[config.mk]
export PLATFORM = sky130hd
export DESIGN_NAME = spi_target
export DESIGN_NICKNAME = d
export VERILOG_FILES = /design/src/rtl/spi_pkg.sv /design/src/rtl/spi_sync.sv /design/src/rtl/spi_target.sv
export SDC_FILE = /design/constraint.sdc
export NUM_CORES = 1
export LEC_CHECK = 0
export BUFFER_PORTS_ARGS = -buffer_cell sky130_fd_sc_hd__buf_2
export CAP_MARGIN = 25
export CORE_ASPECT_RATIO = 2
export CORE_MARGIN = 8
export CORE_UTILIZATION = 57
export DETAILED_ROUTE_END_ITERATION = 10
export PLACE_DENSITY_LB_ADDON = 0.12
export SYNTH_ARGS = -nofsm -noshare
export SYNTH_HDL_FRONTEND = slang
export SYNTH_SLANG_ARGS = --single-unit
[constraint.sdc]
create_clock -name pclk_i -period 2.99 [get_ports pclk_i]
set_input_delay 0.598 -clock pclk_i [delete_from_list [all_inputs] [get_ports pclk_i]]
set_output_delay 0.598 -clock pclk_i [all_outputs]
set_load 0.03 [all_outputs]
[src/rtl/spi_pkg.sv]
// Shared definitions for the SPI target: default word size, register-file depth,
// FSM state encoding and the position of the read/write flag in the address byte.
package spi_pkg;

  localparam int unsigned DATA_WIDTH = 8;
  localparam int unsigned NUM_REGS   = 8;
  // Bit of the address byte that selects write (1) or read (0).
  localparam int unsigned RW_BIT     = DATA_WIDTH - 1;

  typedef enum logic [1:0] {
    StIdle = 2'b00,
    StAddr = 2'b01,
    StData = 2'b10
  } spi_state_e;

endpackage

[src/rtl/spi_sync.sv]
// Two-flop synchronizer for a single asynchronous input.
// Ports: pclk_i (clock), prst_i (sync active-low reset), d_i (async in), q_o (synced out).
module spi_sync #(
  parameter logic RESET_VAL = 1'b0
) (
  input  logic pclk_i,
  input  logic prst_i,
  input  logic d_i,
  output logic q_o
);

  logic [1:0] sync_q;

  always_ff @(posedge pclk_i) begin
    if (!prst_i) begin
      sync_q <= {2{RESET_VAL}};
    end else begin
      sync_q <= {sync_q[0], d_i};
    end
  end

  assign q_o = sync_q[1];

endmodule

[src/rtl/spi_target.sv]
// SPI mode-0 target with a small register file, oversampled on pclk_i.
// Each frame is an address byte (MSB = write flag, low bits = register index)
// followed by a data byte; several frames may be sent under one chip select.
// Ports: pclk_i/prst_i clock and sync active-low reset; sclk_i/mosi_i/cs_n_i SPI inputs;
// miso_o read data; wr_en_o/wr_addr_o/wr_data_o completed-write strobe;
// frame_err_o aborted-frame strobe; busy_o chip select active;
// rd_addr_i/rd_data_o combinational local read port.
module spi_target
  import spi_pkg::*;
#(
  parameter int unsigned DATA_WIDTH = spi_pkg::DATA_WIDTH,
  parameter int unsigned NUM_REGS   = spi_pkg::NUM_REGS
) (
  input  logic                        pclk_i,
  input  logic                        prst_i,
  input  logic                        sclk_i,
  input  logic                        mosi_i,
  input  logic                        cs_n_i,
  output logic                        miso_o,
  output logic                        wr_en_o,
  output logic [$clog2(NUM_REGS)-1:0] wr_addr_o,
  output logic [DATA_WIDTH-1:0]       wr_data_o,
  output logic                        frame_err_o,
  output logic                        busy_o,
  input  logic [$clog2(NUM_REGS)-1:0] rd_addr_i,
  output logic [DATA_WIDTH-1:0]       rd_data_o
);

  localparam int unsigned IDX_W = $clog2(NUM_REGS);
  localparam int unsigned CNT_W = $clog2(DATA_WIDTH);

  logic sclk_s, mosi_s, cs_n_s;
  logic sclk_q, cs_n_q;
  logic sclk_rise, sclk_fall, cs_fall, last_bit;

  spi_sync #(.RESET_VAL(1'b0)) u_sync_sclk (
    .pclk_i(pclk_i), .prst_i(prst_i), .d_i(sclk_i), .q_o(sclk_s)
  );
  spi_sync #(.RESET_VAL(1'b0)) u_sync_mosi (
    .pclk_i(pclk_i), .prst_i(prst_i), .d_i(mosi_i), .q_o(mosi_s)
  );
  spi_sync #(.RESET_VAL(1'b1)) u_sync_cs_n (
    .pclk_i(pclk_i), .prst_i(prst_i), .d_i(cs_n_i), .q_o(cs_n_s)
  );

  spi_state_e            state_q, state_d;
  logic [CNT_W-1:0]      cnt_q, cnt_d;
  logic [DATA_WIDTH-1:0] sin_q, sin_d, sin_next;
  logic [DATA_WIDTH-1:0] sout_q, sout_d;
  logic [IDX_W-1:0]      addr_q, addr_d;
  logic                  rw_q, rw_d;
  logic                  miso_q, miso_d;
  logic                  wr_en_q, wr_en_d;
  logic [IDX_W-1:0]      wr_addr_q, wr_addr_d;
  logic [DATA_WIDTH-1:0] wr_data_q, wr_data_d;
  logic                  err_q, err_d;
  logic [DATA_WIDTH-1:0] regs_q [NUM_REGS];
  // The cs_n synchronizer resets to 1 and would fake a falling edge if cs_n is
  // still low when reset releases; only accept a fall once cs_n has really been
  // seen high after the synchronizer pipeline has flushed.
  logic [1:0]            flush_q;
  logic                  armed_q;

  // sclk edges are qualified by chip select so they are ignored while deselected.
  assign sclk_rise = sclk_s & ~sclk_q & ~cs_n_s;
  assign sclk_fall = ~sclk_s & sclk_q & ~cs_n_s;
  assign cs_fall   = cs_n_q & ~cs_n_s;
  assign last_bit  = (cnt_q == CNT_W'(DATA_WIDTH - 1));
  assign sin_next  = {sin_q[DATA_WIDTH-2:0], mosi_s};

  always_comb begin
    state_d   = state_q;
    cnt_d     = cnt_q;
    sin_d     = sin_q;
    sout_d    = sout_q;
    addr_d    = addr_q;
    rw_d      = rw_q;
    miso_d    = miso_q;
    wr_en_d   = 1'b0;
    wr_addr_d = wr_addr_q;
    wr_data_d = wr_data_q;
    err_d     = 1'b0;
    unique case (state_q)
      StIdle: begin
        miso_d = 1'b0;
        cnt_d  = '0;
        if (armed_q && cs_fall) state_d = StAddr;
      end
      StAddr: begin
        if (cs_n_s) begin
          // Deselect between frames is a clean end of burst.
          state_d = StIdle;
          err_d   = (cnt_q != '0);
          cnt_d   = '0;
        end else if (sclk_rise) begin
          sin_d = sin_next;
          cnt_d = cnt_q + 1'b1;
          if (last_bit) begin
            cnt_d   = '0;
            state_d = StData;
            addr_d  = sin_next[IDX_W-1:0];
            rw_d    = sin_next[RW_BIT];
            if (!sin_next[RW_BIT]) sout_d = regs_q[sin_next[IDX_W-1:0]];
          end
        end
      end
      StData: begin
        if (cs_n_s) begin
          // Address received but data byte incomplete: always an abort.
          state_d = StIdle;
          err_d   = 1'b1;
          cnt_d   = '0;
          miso_d  = 1'b0;
        end else begin
          if (sclk_fall && !rw_q) begin
            miso_d = sout_q[DATA_WIDTH-1];
            sout_d = {sout_q[DATA_WIDTH-2:0], 1'b0};
          end
          if (sclk_rise) begin
            sin_d = sin_next;
            cnt_d = cnt_q + 1'b1;
            if (last_bit) begin
              cnt_d   = '0;
              state_d = StAddr;
              miso_d  = 1'b0;
              if (rw_q) begin
                wr_en_d   = 1'b1;
                wr_addr_d = addr_q;
                wr_data_d = sin_next;
              end
            end
          end
        end
      end
      default: state_d = StIdle;
    endcase
  end

  always_ff @(posedge pclk_i) begin
    if (!prst_i) begin
      state_q   <= StIdle;
      cnt_q     <= '0;
      sin_q     <= '0;
      sout_q    <= '0;
      addr_q    <= '0;
      rw_q      <= 1'b0;
      miso_q    <= 1'b0;
      wr_en_q   <= 1'b0;
      wr_addr_q <= '0;
      wr_data_q <= '0;
      err_q     <= 1'b0;
      sclk_q    <= 1'b0;
      cs_n_q    <= 1'b1;
      flush_q   <= '0;
      armed_q   <= 1'b0;
      for (int i = 0; i < NUM_REGS; i++) regs_q[i] <= '0;
    end else begin
      state_q   <= state_d;
      cnt_q     <= cnt_d;
      sin_q     <= sin_d;
      sout_q    <= sout_d;
      addr_q    <= addr_d;
      rw_q      <= rw_d;
      miso_q    <= miso_d;
      wr_en_q   <= wr_en_d;
      wr_addr_q <= wr_addr_d;
      wr_data_q <= wr_data_d;
      err_q     <= err_d;
      sclk_q    <= sclk_s;
      cs_n_q    <= cs_n_s;
      flush_q   <= {flush_q[0], 1'b1};
      armed_q   <= armed_q | (flush_q[1] & cs_n_s);
      // Commit in the strobe cycle so the read port shows it the cycle after.
      if (wr_en_q) regs_q[wr_addr_q] <= wr_data_q;
    end
  end

  assign miso_o      = miso_q;
  assign wr_en_o     = wr_en_q;
  assign wr_addr_o   = wr_addr_q;
  assign wr_data_o   = wr_data_q;
  assign frame_err_o = err_q;
  assign busy_o      = ~cs_n_s;
  assign rd_data_o   = regs_q[rd_addr_i];

endmodule

==> results of run 1 <==
sequential cells by signal (all words and copies together) (netlist names):
name,flops
u_sync_sclk.sync_q,2
frame_err_o,1
sin_q,7
rw_q,1
regs_q,64
wr_addr_o,3
u_sync_cs_n.sync_q,2
state_q,2
sclk_q,1
cnt_q,3
wr_data_o,8
sout_q,8
wr_en_o,1
u_sync_mosi.sync_q,2
armed_q,1
addr_q,3
cs_n_q,1
miso_o,1
flush_q,2
logic make-up after synthesis:
group,Yosys count
AO/OA/AOI/OAI,35
adder cells (fa/ha/maj),8
buffers and inverters,27
flip-flops,113
multiplexers,67
AND/OR/NAND/NOR,150
through the flow:
step	power [mW]	worst slack (ns)
3_5_place_dp	1.97	0.528
2_1_floorplan	1.89	0.402
3_3_place_gp	1.96	0.545
6_report	3.84	0.529
5_1_grt	3.94	0.491
4_1_cts	3.86	0.521
metal layers:
metal  vias up  share of wire [%]  wire length (um)  GRT usage, %
li1       1567                  -                 -             -
met1      1720                 36              4470          21.4
met2       135                 55              6820          34.7
met3        31                5.7               711          4.76
met4         0                3.6               450          10.4
met5         -                  0                 0             0
synth_stat cells (all sizes together):
library cell and n:
a21oi 8, a221o 7, a222oi 1, a22oi 2
a31o 1, a31oi 1, and2 70, and4bb 1
buf 10, clkbuf 9, dfxtp 49, edfxtp 64
ha 8, inv 8, mux2 8, mux2i 27
mux4 32, nand2 6, nand2b 13, nand3 2
nand3b 5, nand4bb 1, nor2 42, nor2b 2
nor3 4, nor4 1, o2111ai 1, o21ai 11
o221ai 1, o2bb2ai 1, o31ai 1, or3b 2
or4b 1
worst max-delay path by stage:
stage                 startpoint           end  slack, ns  depth (start not counted)
floorplan           rd_addr_i[0]  rd_data_o[0]       0.40                          4
global placement    rd_addr_i[0]  rd_data_o[6]       0.54                          5
detailed placement  rd_addr_i[0]  rd_data_o[6]       0.53                          5
CTS                 rd_addr_i[0]  rd_data_o[3]       0.52                          5
global route        rd_addr_i[0]  rd_data_o[5]       0.49                          5
finish              rd_addr_i[0]  rd_data_o[3]       0.53                          5
cell type report:
class / count / area (um^2)
fillers: 679 / 3030
flip-flops and latches: 113 / 2900
inverters: 8 / 30.0
clock buffers: 23 / 490
clock inverters: 9 / 76.3
multi-input cells: 260 / 2280
well taps: 104 / 130
repair buffers: 43 / 260
report_power, final:
part | switching [mW] | internal (mW)
clock | 0.668 | 1.23
combinational | 0.134 | 0.0984
sequential | 0.0273 | 1.68
total | 0.830 | 3.01
critical path, cell delays in order:
cell    delay, ns
buf_2        0.10
buf_12       0.18
mux4_2       0.53
mux2_2       0.28
buf_2        0.18
==> metrics.md, run 1 <==
| Metric | Value |
|---|---|
| Critical Path End Type | primary output |
| Hold Path Origin | cs_n_i |
| Final GP Congestion | 0.792 |
| Yosys cell types | 38 |
| Compound-cell area share of the yosys netlist | 4.71% |
| Commonest cells after routing, fill and taps aside | 70 x and2_1, 64 x edfxtp_1, 49 x dfxtp_1 |
| Post-Syn Nets | 416 |
| Core area | 9200 um^2 |
| Sink Count | 113 |
| Hold-fix buffers, CTS | 0 |
| RSZ-0062 raised after global routing | no |
| Diode count | 0 |
| DR vias/cell | 6.17 |
| Post-DP Area | 5600 um^2 |
| Mapped Cells | 400 |
| Setup TNS | 0 ns |
| WHS | 0.368 ns |
| Largest family of logic cells by synthesized area | multiplexers |
| Layout Cells excl Fill | 560 |
| Final design utilization | 67.1% |
| Initial core utilization | 57.5% |
| Synth Area in Adders | 1.89% |
| Worst Reg-to-Reg Cells | 5 |
| P&R area growth vs syn | 16.6% |
| Wirelength per Cell | 22.2 um |
| Peak VDD IR | 0.000430 V |
| Chip Height | 152 um |
| GRT Residual Overflow | 0 |
| Synth top area cells | edfxtp_1 36%, dfxtp_1 19%, mux4_2 14% |
| I/O Buffers | 30 |
| Fmax | 406 MHz |
| FF+latch count, synth | 113 |
| R2R Path Start | sin_q[0]$_SDFFE_PN0P_ |
| DP Cell Count | 528 |
| Largest net degree at the start of global routing | 31 |
| HP Class | primary input to flip-flop |
| Total clock buffers created by CTS | 17 |
| Max cap viols | 0 |
| Final worst-path cycle share | 82.3% |
| Yosys top cell area share | 36.3% |
| Clock root buffer | clkbuf_16 |
| Post-Synth Simple-Gate Area | 16.0% |
| Starting DRC count in detailed routing | 278 |
| Synthesized cell area | 5290 um^2 |
| Final instance area | 6170 um^2 |
| Post-CTS Setup Inserts | 0 |
| Die ar. | 12800 um^2 |
| Worst-path maximum fanout | 16 |
| Clock tree buffer depth | 2 |
| Leakage | 2.36 nW |
| Worst r2r dst | sout_q[4]$_SDFFE_PN0P_ |
| Status | finished, final reports clean |
| Dpl hpwl | 8280 um |
| Wirelength, routed | 12400 um |
| Avg Cell Area, Syn | 13.2 um^2 |
| Arr. time, crit path | 1.86 ns |
| Pwr dens | 623 nW/um^2 |
| Relative slew margins | 42.1% |
| Commonest non-fill, non-tap cell in the layout | and2_1 |
| Global-route usage over all layers | 19.9% |
| CP Class | primary input to primary output |
| Clk slew on worst S/H paths | 0.05 ns |
| Mux cell area share after synthesis | 20.4% |
| Layout cell share with drive strength beyond 1 | 25.4% |
| Tmin final | 2.46 ns |
| # DRC | 0 |
| Min-Delay Endpoint | u_sync_cs_n.sync_q[0]$_SDFF_PN1_ |
| Via count | 3453 |
| Final nets | 459 |
| Row cnt | 50 |
| Sequential share of the synthesized area | 54.9% |
| Initial antenna violation count | 0 |
| Die Width | 84.1 um |
| Initial DRT Pass Iterations | 6 |
| First-pass GRT wire length | 19500 um |
| Final slew viol count | 0 |
| I/O pins | 31 |
| Flop2flop setup slack | 0.91 ns |
| Max Clock Skew | 0.0143 ns |
| # H-tree levels | 4 |
| Finish-stage setup viols | 0 |
| Critical Path RT | 2.39 ns |
| Fin. Hold Viols | 0 |
| TritonCTS clock tree | yes |
| Hold depth | 2 |
| Clock Latency Late Sink | 0.41 ns |
| Antenna viol nets, final | 0 |
| Vias in the first global route | 3597 |
| Post-Synth XOR/XNOR Area | 0% |
| CP startpoint kind | primary input |
| Leading area contributor after synthesis | edfxtp_1 |
| Worst-Margin Slew | 0.866 ns |
| Post-cts sizing count | 0 |
| YS warnings | 0 |
(Power assumes the default switching activity.)
==> run 2: changes to the inputs <==
clock period = 2.4 ns   (was 2.99 ns; I/O delays follow)
==> metrics.md, run 2 (synthesis results as in run 1) <==
| Metric | Value |
|---|---|
| Status | finished, final reports clean |
| Hold-fix buffers, CTS | 0 (unchanged) |
| I/O Buffers | 30 (unchanged) |
| I/O pins | 31 (unchanged) |
| DR vias/cell | 5.96 (-3.4%) |
| Initial antenna violation count | 0 (unchanged) |
| Critical Path End Type | primary output |
| Initial core utilization | 57.5% (unchanged) |
| Fin. Hold Viols | 0 (unchanged) |
| Wirelength, routed | 12500 um (+0.32%) |
| Biggest register | regs_q |
| Commonest cells after routing, fill and taps aside | 70 x and2_1, 64 x edfxtp_1, 49 x dfxtp_1 |
| Diode count | 0 (unchanged) |
| Fmax | 444 MHz |
| Via count | 3377 (-2.2%) |
| Final nets | 466 (+1.5%) |
| Clock root buffer | clkbuf_16 |
| Max Clock Skew | 0.0103 ns (-0.00394 ns) |
| Commonest non-fill, non-tap cell in the layout | and2_1 |
| Filler cell count | 654 (-3.7%) |
| Tmin final | 2.25 ns |
| Clk slew on worst S/H paths | 0.05 ns (about the same) |
| Worst-Margin Slew | 0.661 ns (-0.205 ns) |
| CP startpoint kind | flip-flop |
| Post-cts sizing count | 0 (unchanged) |
| Clock Latency Late Sink | 0.42 ns (about the same) |
| Post-DP Area | 5680 um^2 (+1.4%) |
| Final worst-path cycle share | 93.8% |
| Critical Path RT | 1.92 ns (-0.47 ns) |
| Peak VDD IR | 0.000667 V (+55%) |
| Final GP Congestion | 0.821 (+3.8%) |
| Starting DRC count in detailed routing | 279 (+0.36%) |
| Seq. cell area | 2900 um^2 (unchanged) |
| Finish-stage setup viols | 0 (unchanged) |
| Final slew viol count | 0 (unchanged) |
| First-pass GRT wire length | 19600 um (+0.89%) |
| Die ar. | 12800 um^2 (unchanged) |
| TritonCTS clock tree | yes |
| Core area | 9200 um^2 (unchanged) |
| Setup TNS | 0 ns (unchanged) |
| Dpl hpwl | 8270 um (-0.11%) |
| RSZ-0062 raised after global routing | no |
| HP Class | primary input to flip-flop |
| WHS | 0.244 ns (-0.124 ns) |
| Antenna viol nets, final | 0 (unchanged) |
| Relative slew margins | 55.6% (+14 points) |
| Arr. time, crit path | 1.77 ns (-0.09 ns) |
| # H-tree levels | 4 (unchanged) |
| Worst-path maximum fanout | 2 (-14) |
| Critical path origin | regs_q[6][5]$_SDFFCE_PN0P_ |
| Multi-input logic area | 2280 um^2 (unchanged) |
| Die Width | 84.1 um (unchanged) |
| Row cnt | 50 (unchanged) |
| Chip Height | 152 um (unchanged) |
| R2R Path Start | sin_q[0]$_SDFFE_PN0P_ |
| Sink Count | 113 (unchanged) |
| Wirelength per Cell | 22.0 um (-0.92%) |
| # DRC | 0 (unchanged) |
| CP Class | flip-flop to primary output |
| P&R area growth vs syn | 19.7% |
| Vias in the first global route | 3590 (-0.19%) |
| Leakage | 2.43 nW (+3.2%) |
| Global-route usage over all layers | 20.3% (+0.43 points) |
| Largest net degree at the start of global routing | 31 (unchanged) |
| Clock tree buffer depth | 2 (unchanged) |
| Total clock buffers created by CTS | 17 (unchanged) |
| Layout cell share with drive strength beyond 1 | 26.6% (+1.1 points) |
| Max cap viols | 0 (unchanged) |
| Initial DRT Pass Iterations | 5 (-1) |
| Post-CTS Setup Inserts | 0 (unchanged) |
| Final instance area | 6330 um^2 (+2.6%) |
| GRT Residual Overflow | 0 (unchanged) |
| Pwr dens | 811 nW/um^2 (+30%) |
| Largest register FFs | 64 (unchanged) |
| Hold Path Origin | cs_n_i |
## run 2: changes by cell type in the layout (fill, tap and decap cells not counted), sizes merged
cell and delta:
buf +7, bufinv +2, clkbuf +1, clkinv -3, clkinvlp +1, inv -1
## run 2: layer usage
metal	part of all wire [%]	global-route usage (%)
met5	0	0
met4	2.0	8.12
met3	5.3	5.51
met2	56	35.8
met1	37	22.1
## run 2: path summary, 6_finish.rpt
kind                                      end  slack, ns  cells after the start
min reg2reg  u_sync_cs_n.sync_q[1]$_SDFF_PN1_       0.41                      1
max reg2reg            sout_q[4]$_SDFFE_PN0P_       0.44                      5
min          u_sync_cs_n.sync_q[0]$_SDFF_PN1_       0.24                      2
max                              rd_data_o[5]       0.15                      3
## run 2: cell type report
type                    count  area share [%]
flip-flops and latches    113            45.9
multi-input cells         260            36.0
clock buffers              24            8.46
repair buffers             50            5.34
well taps                 104            2.06
clock inverters             8            1.84
inverters                   8           0.474
## run 2: through the flow
stage / instances / power [mW] / setup WS [ns] / utilization [%]
3_3_place_gp: 535 / 2.44 / 0.190 / 61.7
5_1_grt: 567 / 5.27 / 0.113 / 68.8
4_1_cts: 567 / 5.16 / 0.144 / 68.8
6_report: 567 / 5.13 / 0.150 / 68.8
2_1_floorplan: 400 / 2.36 / 0.0479 / -
3_5_place_dp: 535 / 2.46 / 0.147 / 61.7
## run 2: power by group
part	internal (mW)	switching [mW]
logic	0.124	0.165
clock network	1.86	0.854
registers	2.09	0.0334
total	4.08	1.05
## run 2: critical path: stages (launching register included)
cell and delay, ns:
edfxtp_1 0.40, mux4_2 0.48, mux2_2 0.30, buf_2 0.18
